File: src/rtl/uart_tx.sv
// UART transmitter: byte FIFO feeding a start / data (LSB first) / optional even parity / stop
// serializer, each bit held for SAMPLES clocks.
module uart_tx #(
    parameter int WIDTH       = 8,
    parameter int PARITY      = 0,
    parameter int SAMPLES     = 16,
    parameter int BUF_ADDR_SZ = 4
) (
    input  logic                 clk,
    input  logic                 rst,
    input  logic [WIDTH-1:0]     wrData,
    input  logic                 wrEn,
    output logic                 full,
    output logic [BUF_ADDR_SZ:0] count,
    output logic                 busy,
    output logic                 TxOut
);

    localparam int DEPTH = 1 << BUF_ADDR_SZ;
    localparam int CNT_W = $clog2(SAMPLES);
    localparam int IDX_W = (WIDTH > 1) ? $clog2(WIDTH) : 1;

    typedef enum logic [2:0] {
        IDLE,
        START,
        DATA,
        PAR,
        STOP
    } state_t;

    state_t                 state_reg, state_next;
    logic [CNT_W-1:0]       sample_reg, sample_next;
    logic [IDX_W-1:0]       bit_reg, bit_next;
    logic [WIDTH-1:0]       shift_reg, shift_next;
    logic                   parity_reg, parity_next;
    logic                   tx_reg, tx_next;
    logic [BUF_ADDR_SZ-1:0] wr_ptr_reg, rd_ptr_reg;
    logic [BUF_ADDR_SZ:0]   count_reg, count_next;
    logic                   full_reg;
    logic [WIDTH-1:0]       mem [DEPTH];
    logic                   push;
    logic                   pop;
    logic                   bit_done;

    // full is the registered flag, so a pop on the same edge never frees room for a write
    assign push     = wrEn && !full_reg;
    assign bit_done = (sample_reg == CNT_W'(SAMPLES - 1));

    always_comb begin
        count_next = count_reg;
        case ({push, pop})
            2'b10:   count_next = count_reg + 1'b1;
            2'b01:   count_next = count_reg - 1'b1;
            default: count_next = count_reg;
        endcase
    end

    // Storage array and its registered read port; the shift register is the read data.
    always_ff @(posedge clk) begin
        if (push) begin
            mem[wr_ptr_reg] <= wrData;
        end
        if (pop) begin
            shift_reg <= mem[rd_ptr_reg];
        end else begin
            shift_reg <= shift_next;
        end
    end

    always_ff @(posedge clk) begin
        if (rst) begin
            state_reg  <= IDLE;
            sample_reg <= '0;
            bit_reg    <= '0;
            parity_reg <= 1'b0;
            tx_reg     <= 1'b1;
            wr_ptr_reg <= '0;
            rd_ptr_reg <= '0;
            count_reg  <= '0;
            full_reg   <= 1'b0;
        end else begin
            state_reg  <= state_next;
            sample_reg <= sample_next;
            bit_reg    <= bit_next;
            parity_reg <= parity_next;
            tx_reg     <= tx_next;
            if (push) begin
                wr_ptr_reg <= wr_ptr_reg + 1'b1;
            end
            if (pop) begin
                rd_ptr_reg <= rd_ptr_reg + 1'b1;
            end
            count_reg  <= count_next;
            full_reg   <= (count_next == (BUF_ADDR_SZ + 1)'(DEPTH));
        end
    end

    always_comb begin
        state_next  = state_reg;
        sample_next = sample_reg;
        bit_next    = bit_reg;
        shift_next  = shift_reg;
        parity_next = parity_reg;
        tx_next     = tx_reg;
        pop         = 1'b0;

        // SAMPLES is a power of two, so the free-running increment wraps at each bit boundary
        if (state_reg != IDLE) begin
            sample_next = sample_reg + CNT_W'(1);
        end

        case (state_reg)
            IDLE: begin
                tx_next     = 1'b1;
                sample_next = '0;
                if (count_reg != '0) begin
                    pop        = 1'b1;
                    state_next = START;
                    tx_next    = 1'b0;
                end
            end
            START: begin
                if (bit_done) begin
                    state_next  = DATA;
                    bit_next    = '0;
                    tx_next     = shift_reg[0];
                    // shift register still holds the untouched byte here
                    parity_next = ^shift_reg;
                end
            end
            DATA: begin
                if (bit_done) begin
                    if (bit_reg == IDX_W'(WIDTH - 1)) begin
                        if (PARITY != 0) begin
                            state_next = PAR;
                            tx_next    = parity_reg;
                        end else begin
                            state_next = STOP;
                            tx_next    = 1'b1;
                        end
                    end else begin
                        bit_next   = bit_reg + IDX_W'(1);
                        shift_next = shift_reg >> 1;
                        tx_next    = shift_next[0];
                    end
                end
            end
            PAR: begin
                if (bit_done) begin
                    state_next = STOP;
                    tx_next    = 1'b1;
                end
            end
            STOP: begin
                if (bit_done) begin
                    if (count_reg != '0) begin
                        pop        = 1'b1;
                        state_next = START;
                        tx_next    = 1'b0;
                    end else begin
                        state_next = IDLE;
                        tx_next    = 1'b1;
                    end
                end
            end
            default: begin
                state_next = IDLE;
                tx_next    = 1'b1;
            end
        endcase
    end

    assign full  = full_reg;
    assign count = count_reg;
    assign busy  = (state_reg != IDLE);
    assign TxOut = tx_reg;

endmodule

File: config.mk
export PLATFORM = sky130hd
export DESIGN_NAME = uart_tx
export DESIGN_NICKNAME = d
export VERILOG_FILES = /design/src/rtl/uart_tx.sv
export SDC_FILE = /design/constraint.sdc
export NUM_CORES = 1
export LEC_CHECK = 0
export ABC_AREA = 0
export BUFFER_PORTS_ARGS = -buffer_cell sky130_fd_sc_hd__buf_2
export CORE_MARGIN = 2
export CORE_UTILIZATION = 35
export DETAILED_ROUTE_END_ITERATION = 6
export GPL_TIMING_DRIVEN = 0
export PLACE_DENSITY = 0.51
export SYNTH_ARGS = -nofsm -noshare
export SYNTH_HDL_FRONTEND = slang
export SYNTH_SLANG_ARGS = --single-unit
File: constraint.sdc
create_clock -name clk -period 5.9 [get_ports clk]
set_input_delay 0.59 -clock clk [delete_from_list [all_inputs] [get_ports clk]]
set_output_delay 0.59 -clock clk [all_outputs]
set_load 0.02 [all_outputs]
== Yosys cells after proc, flatten, opt, wreduce, memory -nomap -nowiden ==
Memories as Yosys holds them, arrays and structs flattened. A register that Yosys moved wholly into a read port is not among the register bits.
Index checks and enable logic that the tools add are counted.
Cells by class
  $add $sub $neg: 6
  multipliers: 0
  divide/modulo/power cells: 0
  magnitude comparators: 0
  equal/unequal tests: 17
  shift-type cells: 0
  multiplexer cells: 31
  bitwise operators: 0
  reduce and logical (&&, ||, !) cells: 13
Operators by type and width (number)
  two-way mux 8 bit: 4
  two-way mux 3 bit: 9
  inequality test 2 bit (second input constant): 8
  one-hot mux 3 bit (5 select lines): 1
  adder 4 x 1 -> 4 bit (second input constant): 3
  two-way mux 1 bit: 11
  one-hot mux 5 bit (2 select lines): 1
  two-way mux 4 bit: 2
  AND reduction 4 bit: 2
  equality test 3 x 2 -> 1 bit (second input constant): 2
  equality test 3 bit (second input constant): 2
  one-hot mux 3 bit (2 select lines): 1
  AND reduction 6 bit: 1
  nonzero test 2 bit: 3
  adder 5 x 1 -> 5 bit (second input constant): 1
  equality test 5 bit (second input constant): 1
  one-hot mux 1 bit (5 select lines): 1
  nonzero test 5 bit: 1
  subtractor 5 x 1 -> 5 bit (second input constant): 1
  equality test 4 bit (second input constant): 1
  adder 3 x 1 -> 3 bit (second input constant): 1
  equality test 3 x 1 -> 1 bit (second input constant): 1
  logical NOT 3 bit: 1
  AND reduction 3 bit: 1
  other kinds (7): 7
Storage, ports and cells
  bits in registers: 33
  bits in latches: 0
  memory bits (writable): 128
  memory bits (read-only): 0
  input bits: 11
  output and inout bits: 8
  logic and storage cells: 77
  memories kept: 1
Memory list
  mem: depth 16, bits a word 8, read ports 1, clocked after Yosys merged registers in 1, write ports 1, line 40  | logic [WIDTH-1:0] mem [DEPTH];

== Logic depth before layout (Yosys ltp) ==
Gate-level depths: netlist of run 1.
  word-level depth: 7
  depth in mapped cells: 12

== Worst setup path after synthesis of run 1 ==
Ideal clock, no wire load.
  kind: register to register
  start: reg count_reg[1], in the netlist count[1]
  end: reg full_reg, in the netlist full
  arrival time: 2.824 ns
  required time: 5.839 ns
  slack: 3.015 ns
  cell stages (with the launch flop): 13
  path buffers: 3
  period minus slack after synthesis: 2.885 ns
  path through: dfxtp_1 buf_6 or4_4 o21ai_0 a21oi_1 buf_2 ha_1 buf_6 a221oi_1 and3_2 nor3_1 nor3_2 and4_1
On the way
  cells in the longest elaborated chain, start to end: 7
  elaborated cells between the ends (all ways): 10
Ends and longest elaborated chain
  start: declaration: line 38  | logic [BUF_ADDR_SZ:0] count_reg, count_next;
  start signal: assignment: line 93  | count_reg <= count_next;
  nonzero test 5 bit: line 116, 156
  two-way mux 1 bit: line 116, 156
  two-way mux 1 bit: line 155  | if (bit_done) begin
  one-hot mux 1 bit (2 select lines): line 112  | case (state_reg)
  equality test 2 x 1 -> 1 bit or equality test 2 bit (tied branches): line 51  | case ({push, pop})
  one-hot mux 5 bit (2 select lines) *: line 51
  equality test 5 bit *: line 94  | full_reg <= (count_next == (BUF_ADDR_SZ + 1)'(DEPTH));
  end signal: assignment: line 94
  end: declaration: line 39  | logic full_reg;
Every way passes the cells marked *; elsewhere a longest branch is shown, timed or not.
A chain may end at the register's enable or synchronous reset.

== Worst setup path in the final report of run 1 ==
Ends and elaborated chain as after synthesis.

==> run summary, run 1 <==
Status: finished, final reports clean
ANT cells: 0
Largest net degree at the start of global routing: 17
RSZ-0062 raised after global routing: no
Clock Path Buffers: 2
Rows: 50
Wire per inst: 18.7 um
DP Worst Slack: 2720 ps
CTS Buf Count: 17
Top Ports: 19
Drt first pass iters: 4
Skew-Pair Late Insertion Delay: 420 ps
Initial antenna violation count: 0
First-pass GRT wire length: 20.2 mm
Routed via count: 3391
Met3 Track Usage GR: 3.77%
Peak Freq: 311 MHz
Routed Antenna Nets: 0
HP Class: register to register
CTS root buf: clkbuf_16
Remaining Overflow, GRT: 0
FILL cells: 1702
Crit path required time: 6260 ps
Syn Nets: 407
GR Util met1: 17.9%
Worst-path clk slew: 70 ps
Starting Density: 35.8%
Vias per inst: 5.05
Die height: 143 um
Util after Layout: 41.2%
Worst Path Arrival: 3580 ps
Slew Limit Fails: 0
Grt met2 use: 22.0%
Die ar.: 20300 um^2
Post-CTS setup repair buffer count: 0
CTS Hold Buffers Added: 0
Period utilization: 54.6%
CTS tree: built
EDFF count, synth: 136
Crit-path slowest cell: or4_4
Max-cap violations: 0
Critical path cell sequence: buf_6 > or4_4 > o21ai_0 > a21oi_1 > buf_2 > ha_1 > buf_6 > a221oi_1 > and3_2 > nor3_1 > nor3_2 > and4_1
Synth-to-Final Area Change: 15.1%
Max H-tree Level: 4
CTS sink cnt: 165
Hold_ws: 456 ps
Setup ws final: 2680 ps
Synth Area per Inst: 17.4 um^2
CP Capture Type: register
Hpwl dp: 8.90 mm
Largest stage delay on the critical path: 540 ps
Worst slew pin tran: 884 ps
Total Routing Usage GR: 13.5%
CTS resizes: 0
Number of global-route vias before repair: 3467
Fin crit period: 3220 ps
Crit Path Category: register to register
Die width: 143 um
GPL Wtd Cong: 0.750
Largest register FFs: 128
Final Skew: 11.1 ps
Residual DRC: 0
Pwr dens: 452 nW/um^2
Iter 0 DRT Violations: 221
Critical path launch point type: register
Worst vdd rail ir drop: 0.232 mV
Synthesized cell area: 6720 um^2
Final WL: 12.5 mm
CP dominant cell by count: buf_6
Core outline area: 18800 um^2
Setup TNS: 0 ps
Crit path max fanout: 10
PortBufs: 17
Final setup violating endpoints: 0
Share of layout cells above drive strength 1: 27.2%
Relative slew slack: 40.8%
Count of warnings emitted by yosys: 0
Flop and latch count out of synthesis: 165
Ys flop type: edfxtp_1
Library cells used by synthesis: 48
GRT busiest layer: met2
Sequential fraction of the synthesis area: 69.4%
Synth Instances: 386
Nets: 446
Static Leak: 2.52 nW
Post-synth ARST share: 0%
Hold Fails Final Rpt: 0
placed cells by master, fill, tap and decap left out, types with 2 or more instances in the layout:
cell       synthesis  routed
o21ai_0            2       2
inv_1              5       5
nand3_1            6       6
nor2_1            40      40
inv_6              0       7
clkbuf_4           0       2
xnor2_1            5       5
nand2_1           17      17
buf_2              4      22
clkbuf_16          0      17
nor3_2             1       2
edfxtp_1         136     136
nand2b_1           5       5
buf_6              3       3
a21oi_1           13      13
or3_1              2       2
a21o_1             2       2
ha_1              10      10
mux2i_1            2       2
xor2_1             6       6
inv_8              0       2
a221oi_1           2       2
nor2b_1            2       2
clkbuf_8           2       2
nand4_1            2       2
nor3_1             7       6
a31oi_1            2       2
mux4_2            40      40
and3_2             2       2
dfxtp_1           29      29
clkbuf_1          12      13
bufinv_16          0       3
mux2_2             7       7
cell usage after synthesis, drive strengths merged, types with 7 or more instances:
master	number	area, um^2
edfxtp	136	4080
mux4	40	901
nor2	40	150
dfxtp	29	581
nand2	17	63.8
clkbuf	15	77.6
a21oi	14	81.3
ha	10	125
mux2	8	90.1
nor3	8	45.0
buf	7	53.8
final timing paths:
path / startpoint / end / slack [ps] / depth (start not counted)
hold reg to reg: sample_reg[0] / sample_reg[0] / 460 / 1
setup / recovery: count[1] / full / 2680 / 12
setup reg to reg: count[1] / full / 2680 / 12
hold / removal: sample_reg[0] / sample_reg[0] / 460 / 1
report_power, final:
group / internal [mW] / total [mW] / switching, mW
registers: 1.38 / 1.43 / 0.0478
clock network: 0.681 / 1.15 / 0.468
logic: 0.438 / 0.926 / 0.489
total: 2.50 / 3.50 / 1.00
through the flow:
step,power [mW],instance area [um^2],instances
after floorplan,2.16,6720,386
after global placement,2.38,7100,637
after detailed placement,2.39,7110,638
after CTS,3.54,7720,670
after global routing,3.68,7740,672
final,3.50,7740,672
per-layer routing:
metal	vias up	share of wire (%)
met1	1731	47
met2	65	49
met5	-	0
li1	1589	-
met4	0	0.85
met3	6	3.5
logic make-up (layout without fill, tap and decap cells):
kind of cell    after synthesis  after routing  synth area share [%]
compound gates               31             31                  3.59
xor+xnor                     11             11                  1.43
fa+ha+maj                    10             10                  1.86
buf+inv                      27             79                  2.23
flops                       165            165                  69.4
mux                          50             50                  15.0
simple gates                 92             92                  6.48
cell type report:
class	count	area (um^2)	share of cell area (%)
Sequential cell	165	4660	60.3
Multi-Input combinational cell	194	1910	24.7
Clock buffer	18	429	5.54
Tap cell	234	293	3.78
Clock inverter	14	185	2.39
Buffer	22	131	1.70
Timing Repair Buffer	20	105	1.36
Inverter	5	18.8	0.242
worst max-delay path: cells and delay by family, from the launching register on:
family	cells	cell delay (ps)
buffers and inverters	3	540
adder cells (fa/ha/maj)	1	310
flip-flops	1	320
AO/OA/AOI/OAI	3	770
AND/OR/NAND/NOR	5	1220
No activity file was read; power rests on OpenSTA's default activity.
==> inputs of run 2 (changes only) <==
clock period = 3 ns   (was 5.9 ns; I/O delays follow)
==> run 2 against run 1 <==
- critical path type unchanged
- largest power group unchanged
- highest routed layer unchanged
- routed wire length fell by 0.49%
- utilization rose by 0.25 points
- largest cell class unchanged
- total power rose by 100%
- critical path depth did not move
- combinational power rose by 110%
- register-to-register slack got worse by 2500 ps
- clock skew barely moved
==> run summary, run 2 (synthesis results as in run 1) <==
Worst reg-to-reg path cell count: 12 (unchanged)
Util after Layout: 41.5% (+0.25 points)
Starting Density: 35.8% (unchanged)
Worst-path clk slew: 70 ps (about the same)
Initial antenna violation count: 0 (unchanged)
Hpwl dp: 8.90 mm (unchanged)
Crit path required time: 3360 ps (-2900 ps)
Residual DRC: 0 (unchanged)
Period utilization: 92.6% (+38 points)
Remaining Overflow, GRT: 0 (unchanged)
Worst R2R Setup Slack: 220 ps (-2460 ps)
CTS root buf: clkbuf_16
Final WL: 12.5 mm (-0.49%)
Vias per inst: 5.03 (-0.24%)
Die width: 143 um (unchanged)
Total Routing Usage GR: 13.5% (about the same)
Iter 0 DRT Violations: 259 (+17%)
Tot Pwr: 6.99 mW (+100%)
Commonest non-fill, non-tap cell in the layout: edfxtp_1
ANT cells: 0 (unchanged)
Pwr dens: 898 nW/um^2 (+98%)
Crit Path Category: register to register
Crit path max fanout: 10 (unchanged)
GPL Wtd Cong: 0.750 (unchanged)
Die ar.: 20300 um^2 (unchanged)
Critical path launch point type: register
Largest register FFs: 128 (unchanged)
CTS Buf Count: 17 (unchanged)
Nets: 447 (+0.22%)
Fin crit period: 2780 ps (-441 ps)
Core outline area: 18800 um^2 (unchanged)
CTS sink cnt: 165 (unchanged)
FILL cells: 1698 (-0.24%)
Top Ports: 19 (unchanged)
Slew Limit Fails: 0 (unchanged)
Final Skew: 10.9 ps (-0.194 ps)
Die height: 143 um (unchanged)
Dpl cell area: 7110 um^2 (unchanged)
Reg-to-reg critical path startpoint: count[1]
Worst Setup SP: count[1]
DP Worst Slack: -176 ps (-2900 ps)
Critical path capture point: full
Wire per inst: 18.5 um (-0.64%)
Share of layout cells above drive strength 1: 28.7% (+1.5 points)
Post-route cell area: 7790 um^2 (+0.61%)
Peak Freq: 360 MHz (+16%)
Max H-tree Level: 4 (unchanged)
Final setup violating endpoints: 0 (unchanged)
CP Capture Type: register
Setup ws final: 222 ps (-2460 ps)
RR Endpoint: full
Max-cap violations: 0 (unchanged)
Worst Path Arrival: 3140 ps (-440 ps)
Skew-Pair Late Insertion Delay: 420 ps (about the same)
Status: finished, final reports clean
Rows: 50 (unchanged)
Routed via count: 3388 (-0.088%)
Static Leak: 2.54 nW (+0.70%)
Worst slew pin tran: 892 ps (+7.19 ps)
Largest net degree at the start of global routing: 17 (unchanged)
Drt first pass iters: 4 (unchanged)
First-pass GRT wire length: 20.2 mm (about the same)
Worst vdd rail ir drop: 0.457 mV (+97%)
RSZ-0062 raised after global routing: no
Relative slew slack: 40.3% (-0.48 points)
CTS Hold Buffers Added: 0 (unchanged)
Number of global-route vias before repair: 3462 (-0.14%)
Routed Antenna Nets: 0 (unchanged)
Commonest non-fill, non-tap cells in the layout: edfxtp_1, nor2_1, mux4_2
CTS tree: built
Hold Fails Final Rpt: 0 (unchanged)
Clock Path Buffers: 2 (unchanged)
Synth-to-Final Area Change: 15.8%
PortBufs: 17 (unchanged)
HP Class: input port to register
==> run 2: power breakdown <==
| part | switching, mW | total (mW) | internal [mW] | leakage [nW] |
|---|---|---|---|---|
| sequential | 0.0978 | 2.81 | 2.71 | 1.47 |
| combinational | 0.995 | 1.92 | 0.928 | 0.772 |
| clock | 0.920 | 2.26 | 1.34 | 0.299 |
==> run 2: critical path, stage by stage, from the launching register on <==
cell	delay (ps)
dfxtp_1	320
buf_6	140
or4_4	560
o21ai_4	200
a21oi_4	70
buf_6	180
ha_2	320
buf_6	140
a221oi_2	40
and3_2	220
o21a_2	190
nor3_2	130
and4_1	200
==> run 2: how the worst min path moves through the flow <==
| stage | end | from | slack (ps) | cells after the start |
|---|---|---|---|---|
| 2_1_floorplan | mem[0][0] | wrData[0] | 400 | 0 |
| 6_report | count[4] | rst | 170 | 2 |
| 3_5_place_dp | sample_reg[0] | sample_reg[0] | 450 | 1 |
| 3_3_place_gp | sample_reg[0] | sample_reg[0] | 430 | 1 |
| 4_1_cts | state_reg[1] | rst | 150 | 2 |
| 5_1_grt | count[4] | rst | 170 | 2 |
==> run 2: repair_timing <==
item | in CTS | in global routing
resized for setup | 5 | 7
setup endpoints to repair | 10 | 1
buffers inserted | 0 | 1
pin swaps | 0 | 1
==> run 2: routing by layer <==
| layer | track usage, % | vias up | routed length (um) |
|---|---|---|---|
| li1 | - | 1592 | - |
| met1 | 17.9 | 1714 | 5760 |
| met2 | 22.0 | 74 | 6090 |
| met3 | 3.77 | 8 | 510 |
| met4 | 3.34 | 0 | 112 |
| met5 | 0 | - | 0 |
==> run 2: layout make-up <==
| cell class | instances | area, um^2 | area share (%) |
|---|---|---|---|
| flip-flops and latches | 165 | 4660 | 59.9 |
| multi-input cells | 194 | 1950 | 25.0 |
| clock buffers | 18 | 429 | 5.51 |
| well taps | 234 | 293 | 3.76 |
| clock inverters | 14 | 185 | 2.38 |
| plain buffers | 22 | 140 | 1.80 |
| repair buffers | 21 | 113 | 1.45 |
| inverters | 5 | 18.8 | 0.241 |
==> run 2: per-stage QoR <==
step / hold WS (ps) / setup TNS (ps) / instances
final: 170 / 0 / 673
after global routing: 174 / 0 / 673
after CTS: 151 / 0 / 670
after detailed placement: 450 / -800 / 638
after global placement: 432 / -510 / 637
after floorplan: 399 / 0 / 386
